File: config.mk
export PLATFORM = sky130hd
export DESIGN_NAME = ecc_scrub_reader
export DESIGN_NICKNAME = d
export VERILOG_FILES = /design/src/rtl/ecc_scrub_reader.sv
export SDC_FILE = /design/constraint.sdc
export NUM_CORES = 1
export LEC_CHECK = 0
export CAP_MARGIN = 15
export CORE_UTILIZATION = 30
export DETAILED_ROUTE_END_ITERATION = 12
export SLEW_MARGIN = 20
export SYNTH_ARGS = -nofsm -noshare
export SYNTH_HDL_FRONTEND = slang
export SYNTH_SLANG_ARGS = --single-unit
File: constraint.sdc
create_clock -name clk -period 5.1 [get_ports clk]
set_input_delay 1.53 -clock clk [delete_from_list [all_inputs] [get_ports clk]]
set_output_delay 1.53 -clock clk [all_outputs]
set_load 0.02 [all_outputs]
File: src/rtl/ecc_scrub_reader.sv
// Hamming SEC read path: fetch a codeword, correct a single-bit error,
// hand data to the consumer, optionally scrub memory, count corrections.
//
// Ports:
//   clk, clr (async active-low reset)
//   rd_req/rd_addr      : read request (sampled only when idle)
//   scrub_en, cnt_clr   : write-back enable, counter clear
//   rd_busy             : high while not idle
//   mem_addr/mem_rd_en/mem_rdata : codeword RAM read port (1-cycle latency)
//   mem_wr_en/mem_wdata : codeword RAM write port (scrub)
//   dout/dout_valid/dout_ready   : corrected data handshake
//   err_corr/err_uncorr : status of the presented word
//   corr_cnt            : saturating corrected-word count
module ecc_scrub_reader #(
  parameter int N     = 12,
  parameter int K     = 8,
  parameter int A     = 4,
  parameter int CNT_W = 16
) (
  input  logic             clk,
  input  logic             clr,
  input  logic             rd_req,
  input  logic [A-1:0]     rd_addr,
  input  logic             scrub_en,
  input  logic             cnt_clr,
  output logic             rd_busy,
  output logic [A-1:0]     mem_addr,
  output logic             mem_rd_en,
  input  logic [N-1:0]     mem_rdata,
  output logic             mem_wr_en,
  output logic [N-1:0]     mem_wdata,
  output logic [K-1:0]     dout,
  output logic             dout_valid,
  input  logic             dout_ready,
  output logic             err_corr,
  output logic             err_uncorr,
  output logic [CNT_W-1:0] corr_cnt
);

  localparam int P = N - K;

  typedef enum logic [2:0] {
    S_IDLE,
    S_READ,
    S_CAPT,
    S_DEC,
    S_WB,
    S_OUT
  } state_t;

  state_t           r_state;
  state_t           w_next;
  logic [A-1:0]     r_addr;
  logic [N-1:0]     r_cw_q;
  logic [N-1:0]     r_cw_fix;
  logic [K-1:0]     r_dout;
  logic             r_err_corr;
  logic             r_err_uncorr;
  logic [CNT_W-1:0] r_cnt;

  logic [P-1:0]     w_syn;
  logic             w_syn_nz;
  logic             w_syn_in;
  logic             w_fixable;
  logic [N-1:0]     w_cw_fix;
  logic [K-1:0]     w_data;

  // Syndrome bit j covers every position whose index has bit j set.
  function automatic logic [P-1:0] f_syn(
    input logic [N-1:0] cw
  );
    logic [P-1:0] s;
    s = '0;
    for (int pos = 1; pos <= N; pos++) begin
      for (int j = 0; j < P; j++) begin
        if (pos[j]) s[j] = s[j] ^ cw[pos-1];
      end
    end
    return s;
  endfunction

  // Data bits occupy the non-power-of-two positions in ascending order.
  function automatic logic [K-1:0] f_data(
    input logic [N-1:0] cw
  );
    logic [K-1:0] d;
    int           k;
    d = '0;
    k = 0;
    for (int pos = 1; pos <= N; pos++) begin
      if ((pos & (pos - 1)) != 0) begin
        if (k < K) d[k] = cw[pos-1];
        k++;
      end
    end
    return d;
  endfunction

  assign w_syn     = f_syn(r_cw_q);
  assign w_syn_nz  = (w_syn != '0);
  assign w_syn_in  = (32'(w_syn) <= 32'(N));
  assign w_fixable = w_syn_nz && w_syn_in;

  // Flip the addressed bit only when the syndrome names a real position;
  // otherwise the raw word passes through untouched.
  always_comb begin
    w_cw_fix = r_cw_q;
    for (int i = 0; i < N; i++) begin
      if (w_fixable && (32'(w_syn) == 32'(i + 1))) begin
        w_cw_fix[i] = ~r_cw_q[i];
      end
    end
  end

  assign w_data = f_data(w_cw_fix);

  always_ff @(posedge clk or negedge clr) begin
    if (!clr) begin
      r_state <= S_IDLE;
    end else begin
      r_state <= w_next;
    end
  end

  always_comb begin
    w_next = r_state;
    unique case (r_state)
      S_IDLE: if (rd_req) w_next = S_READ;
      S_READ: w_next = S_CAPT;
      S_CAPT: w_next = S_DEC;
      S_DEC: begin
        if (w_fixable && scrub_en) begin
          w_next = S_WB;
        end else begin
          w_next = S_OUT;
        end
      end
      S_WB:   w_next = S_OUT;
      S_OUT:  if (dout_ready) w_next = S_IDLE;
      default: w_next = S_IDLE;
    endcase
  end

  always_ff @(posedge clk or negedge clr) begin
    if (!clr) begin
      r_addr       <= '0;
      r_cw_q       <= '0;
      r_cw_fix     <= '0;
      r_dout       <= '0;
      r_err_corr   <= 1'b0;
      r_err_uncorr <= 1'b0;
    end else begin
      if (r_state == S_IDLE && rd_req) begin
        r_addr <= rd_addr;
      end
      if (r_state == S_CAPT) begin
        r_cw_q <= mem_rdata;
      end
      if (r_state == S_DEC) begin
        r_cw_fix     <= w_cw_fix;
        r_dout       <= w_data;
        r_err_corr   <= w_fixable;
        r_err_uncorr <= !w_syn_in;
      end
    end
  end

  // Clear wins over a same-cycle increment; count holds at all-ones.
  always_ff @(posedge clk or negedge clr) begin
    if (!clr) begin
      r_cnt <= '0;
    end else if (cnt_clr) begin
      r_cnt <= '0;
    end else if (r_state == S_DEC && w_fixable) begin
      if (r_cnt != '1) r_cnt <= r_cnt + 1'b1;
    end
  end

  // Strobes come straight from the state register so reset kills them
  // without waiting for a clock edge.
  assign rd_busy    = (r_state != S_IDLE);
  assign mem_rd_en  = (r_state == S_READ);
  assign mem_wr_en  = (r_state == S_WB);
  assign dout_valid = (r_state == S_OUT);
  assign mem_addr   = r_addr;
  assign mem_wdata  = r_cw_fix;
  assign dout       = r_dout;
  assign err_corr   = r_err_corr;
  assign err_uncorr = r_err_uncorr;
  assign corr_cnt   = r_cnt;

endmodule

==> flow_summary_export.csv, run 1 <==
group,metric,value,unit
status,status,"complete, no violations",
hold_path,hold_depth,2,
critical_path,critPathCaptureType,"output pin",
global_route,overflow,0,
critical_path,start_kind,"register",
critical_path,worst-setup-path-type,"reg -> out",
die,core_area,8720,µm²
die,die_y,97.0,µm
clocking,cts_root_buf,"clkbuf_8",
cells_and_area,syn2layout_area_growth,28.8,%
global_route,grt_pass1_wl,10.2,mm
drt,ant_nets,0,
timing,worst_hold_slack,0.482,ns
critical_path,path_cells,"or3_1 -> clkdlybuf4s50_1",
global_route,grt_pass1_vias,2094,
critical_path,reg2reg_to,"corr_cnt[5]",
timing,maxSlewHeadroom,31.2,%
cells_and_area,layout-drive-gt1-share,10.6,%
critical_path,r2r_slack,2.40,ns
timing,slew_viol_final,0,
timing,setup_viol,0,
clocking,clk_pin_slew_worst_paths,0.08,ns
placement,dp_hpwl,4.39,mm
power_and_ir_drop,power_leakage,1.41,nW
clocking,clock_sinks,49,
timing,finClkSkew,0.0103,ns
logic_synthesis,syn_nets,288,
critical_path,required,3.57,ns
global_route,grt_max_degree,50,
logic_synthesis,ys_types,42,
cells_and_area,seq_area,1230,µm²
logic_synthesis,synthesis.area,2710,µm²
clocking,cts_tree,"yes",
cells_and_area,nNetsFinal,344,
logic_synthesis,syn_avg_cell_area,10.2,µm²
die,rows,34,
critical_path,reg2reg_from,"r_cw_q[10]",
clocking,numCtsBuffers,5,
clocking,cts_resized,0,
timing,fin_crit,3.26,ns
critical_path,slowest_stage,"clkdlybuf4s50_1",
global_route,grt_use_total,13.5,%
logic_synthesis,yosysWarnings,0,
critical_path,critical-path-max-stage-delay,0.56,ns
clocking,insertion_delay,0.31,ns
die,io_pins,68,
drt,routed_wl,5.94,mm
cells_and_area,final_cell_area,3490,µm²
die,chipWidth,97.0,µm
power_and_ir_drop,peakVddDrop,397,µV
placement,placedInstanceArea,3400,µm²
timing,rsz0062_at_grt,"false",
drt,drt_iter0_drc,119,
hold_path,min-delay-start,"mem_wdata[1]",
drt,route.detailed.drc,0,
cells_and_area,antenna_cells,0,
power_and_ir_drop,power_density,783,nW/µm²
logic_synthesis,synth_cells,265,
clocking,postCtsSetupBuffers,0,
logic_synthesis,ys_ff_latch,49,
drt,wl_per_cell,13.8,µm
timing,finalHoldViolCount,0,
drt,dr.pass1.iters,4,
timing,worst_pin_slew,1.03,ns
flow_run,cap_violations,0,
clocking,clock_path_buffers,2,
hold_path,whs_endpoint,"mem_wdata[1]",
cells_and_area,multi_input_comb_area,1340,µm²
global_route,antenna_found_initial,0,
clocking,h-tree-depth,2,
critical_path,cp.arrival,1.73,ns
logic_synthesis,ys_seq_area_share,45.3,%
placement,gp_congestion,0.808,
hold_path,hold_class,"reg -> reg",
die,fp.dieArea,9410,µm²
cells_and_area,fillers,849,
critical_path,r2r_cells,6,
placement,io_buffers,67,
timing,period_share,63.9,%
die,start_util,31.0,%
timing,fmax,307,MHz
drt,vias,2095,
drt,routed_via_density,4.87,
timing,tns,0,ns
clocking,ctsHoldBuffers,0,
critical_path,path_max_fanout,9,
[synth_stat cells]
master	n	area share [%]
nor3_1	8	1.5
nand2_1	28	3.9
and2_1	3	0.69
nand2_2	1	0.23
dfrtp_1	49	45
xnor3_1	3	2.5
inv_1	6	0.83
nand3_1	5	0.92
o31ai_1	3	0.83
xnor2_1	11	3.6
buf_4	9	2.5
nor2b_1	5	1.2
nor4b_1	1	0.32
xor2_1	11	3.6
xnor2_2	1	0.60
a21oi_1	10	1.8
nor4_1	3	0.69
o211ai_2	1	0.46
and4_1	1	0.32
or2_2	2	0.46
clkbuf_1	8	1.1
nand3b_1	2	0.55
or4_1	3	0.83
ha_1	1	0.46
mux2_2	17	7.1
or3_1	5	1.2
nand2b_1	1	0.23
o22ai_1	1	0.23
o21ai_0	21	3.9
mux2_1	4	1.7
buf_2	1	0.18
buf_6	1	0.42
nor3b_1	2	0.55
xor3_1	2	1.8
xor3_2	1	0.92
nor2_1	19	2.6
or4_4	1	0.42
nand4_1	8	1.8
o41ai_1	1	0.32
nor3_2	1	0.37
mux2i_1	2	0.74
and3_1	2	0.46
[final cells by class]
cell class | instances | area share [%]
clock inverters | 2 | 0.287
flip-flops and latches | 49 | 35.2
repair buffers | 68 | 19.4
multi-input cells | 191 | 38.5
well taps | 108 | 3.88
inverters | 6 | 0.646
clock buffers | 6 | 2.08
[critical path, delay by kind of cell, from the launching register on]
kind	cells	cell delay, ns
and+or+nand+nor	1	0.42
DFF	1	0.46
buffers and inverters	1	0.56
[power breakdown]
group / switching [mW] / total [mW] / internal, mW
registers: 0.142 / 0.661 / 0.519
clock network: 0.130 / 0.225 / 0.0954
logic: 1.04 / 1.84 / 0.802
[flip-flops by register name, indices dropped and copies added (netlist names)]
register    count
corr_cnt       16
r_cw_q         12
dout            8
mem_addr        4
mem_wdata       4
r_state         3
err_corr        1
err_uncorr      1
[logic make-up after synthesis]
| family | count (synthesis) | share of synthesized area, % |
|---|---|---|
| XOR/XNOR | 29 | 12.9 |
| flip-flops | 49 | 45.3 |
| adder cells (fa/ha/maj) | 1 | 0.462 |
| multiplexers | 23 | 9.48 |
| buffers and inverters | 25 | 5.04 |
| AND/OR/NAND/NOR | 101 | 19.2 |
| AO/OA/AOI/OAI | 37 | 7.58 |
[through the flow]
step	util [%]	instances	total power [mW]	setup slack, ns
5_1_grt	40.0	430	2.96	1.74
6_report	40.0	430	2.73	1.84
3_5_place_dp	39.0	422	2.50	2.02
3_3_place_gp	39.0	422	2.47	2.08
4_1_cts	40.0	430	2.74	1.83
2_1_floorplan	-	265	2.11	2.49
[worst max path at each step]
stage,to,cells past startpoint,startpoint,slack (ns)
after floorplan,mem_rd_en,2,r_state[1],2.49
after global placement,corr_cnt[5],3,cnt_clr,2.08
after detailed placement,corr_cnt[11],3,cnt_clr,2.02
after CTS,rd_busy,2,r_state[0],1.83
after global routing,rd_busy,2,r_state[0],1.74
final,rd_busy,2,r_state[0],1.84
[placed cells by master (no fill, tap or decap), drive strengths merged, types with 6 or more instances in the layout]
cell / n
a21oi: 10
clkbuf: 6
clkdlybuf4s50: 66
dfrtp: 49
inv: 6
mux2: 21
nand2: 29
nand4: 8
nor2: 19
nor3: 9
o21ai: 21
xnor2: 12
xor2: 11
[metal layers]
| layer | vias to the layer above | track usage, % | wire, µm |
|---|---|---|---|
| met5 | - | 0 | 0 |
| met4 | 0 | 5.28 | 118 |
| met3 | 8 | 3.47 | 235 |
| met2 | 53 | 21.4 | 2800 |
| met1 | 1005 | 17.8 | 2790 |
| li1 | 1029 | - | - |
No activity file was read; power rests on OpenSTA's default activity.
==> run 2, diff against run 1 <==
- clock period: 5.1 -> 2.9 ns (I/O delays scaled with it)
==> flow_summary_export.csv, run 2 (synthesis results as in run 1) <==
group,metric,value,unit
status,status,"complete, no violations",
global_route,overflow,0,
die,start_util,31.0,%
cells_and_area,syn2layout_area_growth,30.0,%
power_and_ir_drop,power_leakage,1.43,nW
die,core_area,8720,µm²
power_and_ir_drop,p_sw_share,47.3,%
cells_and_area,multi_input_comb_area,1340,µm²
clocking,ctsHoldBuffers,0,
drt,drt_iter0_drc,106,
placement,dp_hpwl,4.42,mm
drt,route.detailed.drc,0,
cells_and_area,antenna_cells,0,
clocking,clk_pin_slew_worst_paths,0.08,ns
critical_path,startpoint,"r_cw_q[6]",
global_route,grt_pass1_wl,10.2,mm
timing,maxSlewHeadroom,48.4,%
critical_path,start_kind,"register",
critical_path,critical-path-max-stage-delay,0.52,ns
timing,finalHoldViolCount,0,
cells_and_area,final_common_cell,"clkdlybuf4s50_1",
drt,routed_wl,5.94,mm
timing,finClkSkew,0.00505,ns
die,rows,34,
drt,vias,2067,
timing,slew_viol_final,0,
global_route,grt_use_total,13.4,%
clocking,cts_root_buf,"clkbuf_8",
power_and_ir_drop,power_density,1360,nW/µm²
cells_and_area,seq_area,1230,µm²
flow_run,cap_violations,0,
cells_and_area,layout_common_cells,"66 x clkdlybuf4s50_1, 49 x dfrtp_1, 28 x nand2_1",
hold_path,min-delay-start,"err_corr",
critical_path,cp.arrival,2.81,ns
global_route,grt_max_degree,50,
critical_path,required,3.09,ns
placement,placedInstanceArea,3430,µm²
global_route,grt_use_met2,21.1,%
cells_and_area,final_cell_area,3520,µm²
drt,dr.pass1.iters,4,
cells_and_area,nNetsFinal,348,
timing,fin_crit,2.62,ns
critical_path,worst-setup-path-type,"reg -> reg",
clocking,insertion_delay,0.30,ns
timing,rsz0062_at_grt,"false",
critical_path,path_buf_inv,0,
global_route,met1_usage,18.7,%
timing,tns,0,ns
global_route,top_usage_layer,"met2",
global_route,antenna_found_initial,0,
power_and_ir_drop,comb_power_share,67.2,%
placement,io_buffers,67,
clocking,h-tree-depth,2,
drt,wl_per_cell,13.7,µm
timing,fmax,382,MHz
hold_path,hold_class,"reg -> reg",
critical_path,reg2reg_from,"r_cw_q[6]",
global_route,gr-usage-met3,2.82,%
power_and_ir_drop,peakVddDrop,647,µV
drt,ant_nets,0,
clocking,numCtsBuffers,5,
placement,gp_congestion,0.848,
die,die_y,97.0,µm
timing,period_share,90.2,%
clocking,clock_sinks,49,
timing,worst_hold_slack,0.489,ns
power_and_ir_drop,p_int,2.52,mW
clocking,cts_resized,0,
die,io_pins,68,
power_and_ir_drop,p_sw,2.26,mW
power_and_ir_drop,power_frac_clock,8.5,%
clocking,cts_tree,"yes",
die,fp.dieArea,9410,µm²
critical_path,slowest_stage,"or4_4",
timing,worst_pin_slew,0.768,ns
clocking,clock_path_buffers,2,
critical_path,path_max_fanout,20,
power_and_ir_drop,p_total,4.78,mW
critical_path,cp_top_family,"simple AND/OR/NAND/NOR gates",
global_route,grt_pass1_vias,2038,
die,chipWidth,97.0,µm
timing,setup_viol,0,
cells_and_area,largest_reg_flops,16,
critical_path,path_cells,"xnor2_1 -> xnor3_1 -> or4_4 -> nand2_2 -> nor4b_1 -> mux2_1",
cells_and_area,fillers,864,
clocking,postCtsSetupBuffers,0,
cells_and_area,layout-drive-gt1-share,11.4,%
power_and_ir_drop,pwr-share-seq,24.3,%
critical_path,critPathCaptureType,"register",
drt,routed_via_density,4.77,
run 2: worst min-delay path, cell delays in order, from the launching register on:
cell,delay (ns)
dfrtp_1,0.36
nand2_1,0.05
o21ai_0,0.06
run 2: per-layer routing:
metal  part of all wire (%)  vias up
met5                      0        -
met4                   0.93        0
met3                    3.8        4
met2                     47       48
met1                     48      977
li1                       -     1038
run 2: path summary, 6_finish.rpt:
path                       slack (ns)  depth (start not counted)            to
max                              0.28                          6   corr_cnt[5]
min in group asynchronous        0.66                          2  corr_cnt[11]
min reg2reg                      0.49                          2      err_corr
max in group asynchronous        1.81                          2   corr_cnt[7]
max reg2reg                      0.28                          6   corr_cnt[5]
min                              0.49                          2      err_corr
run 2: through the flow:
step,worst slack [ns],cells,util (%)
floorplan,0.532,265,-
global placement,0.340,426,39.3
detailed placement,0.289,426,39.3
CTS,0.261,433,40.3
global route,0.0988,433,40.3
finish,0.285,433,40.3
run 2: cell type report:
type,count,share of cell area [%]
Inverter,6,0.640
Clock buffer,7,2.45
Timing Repair Buffer,72,20.0
Multi-Input combinational cell,191,38.2
Tap cell,108,3.84
Sequential cell,49,34.9
run 2: power by group through the flow:
stage	Combinational [mW]	Sequential, mW	Clock, mW
finish	3.21	1.16	0.407
global route	3.53	1.20	0.457
CTS	3.23	1.17	0.422
detailed placement	3.21	1.18	0
global placement	3.19	1.17	0
floorplan	2.47	1.24	0
==> run 3, diff against run 2 <==
- SKIP_CTS_REPAIR_TIMING: not set -> 1
==> results of run 3 <==
Final layout, timing and power as in run 2 (identical DEF).
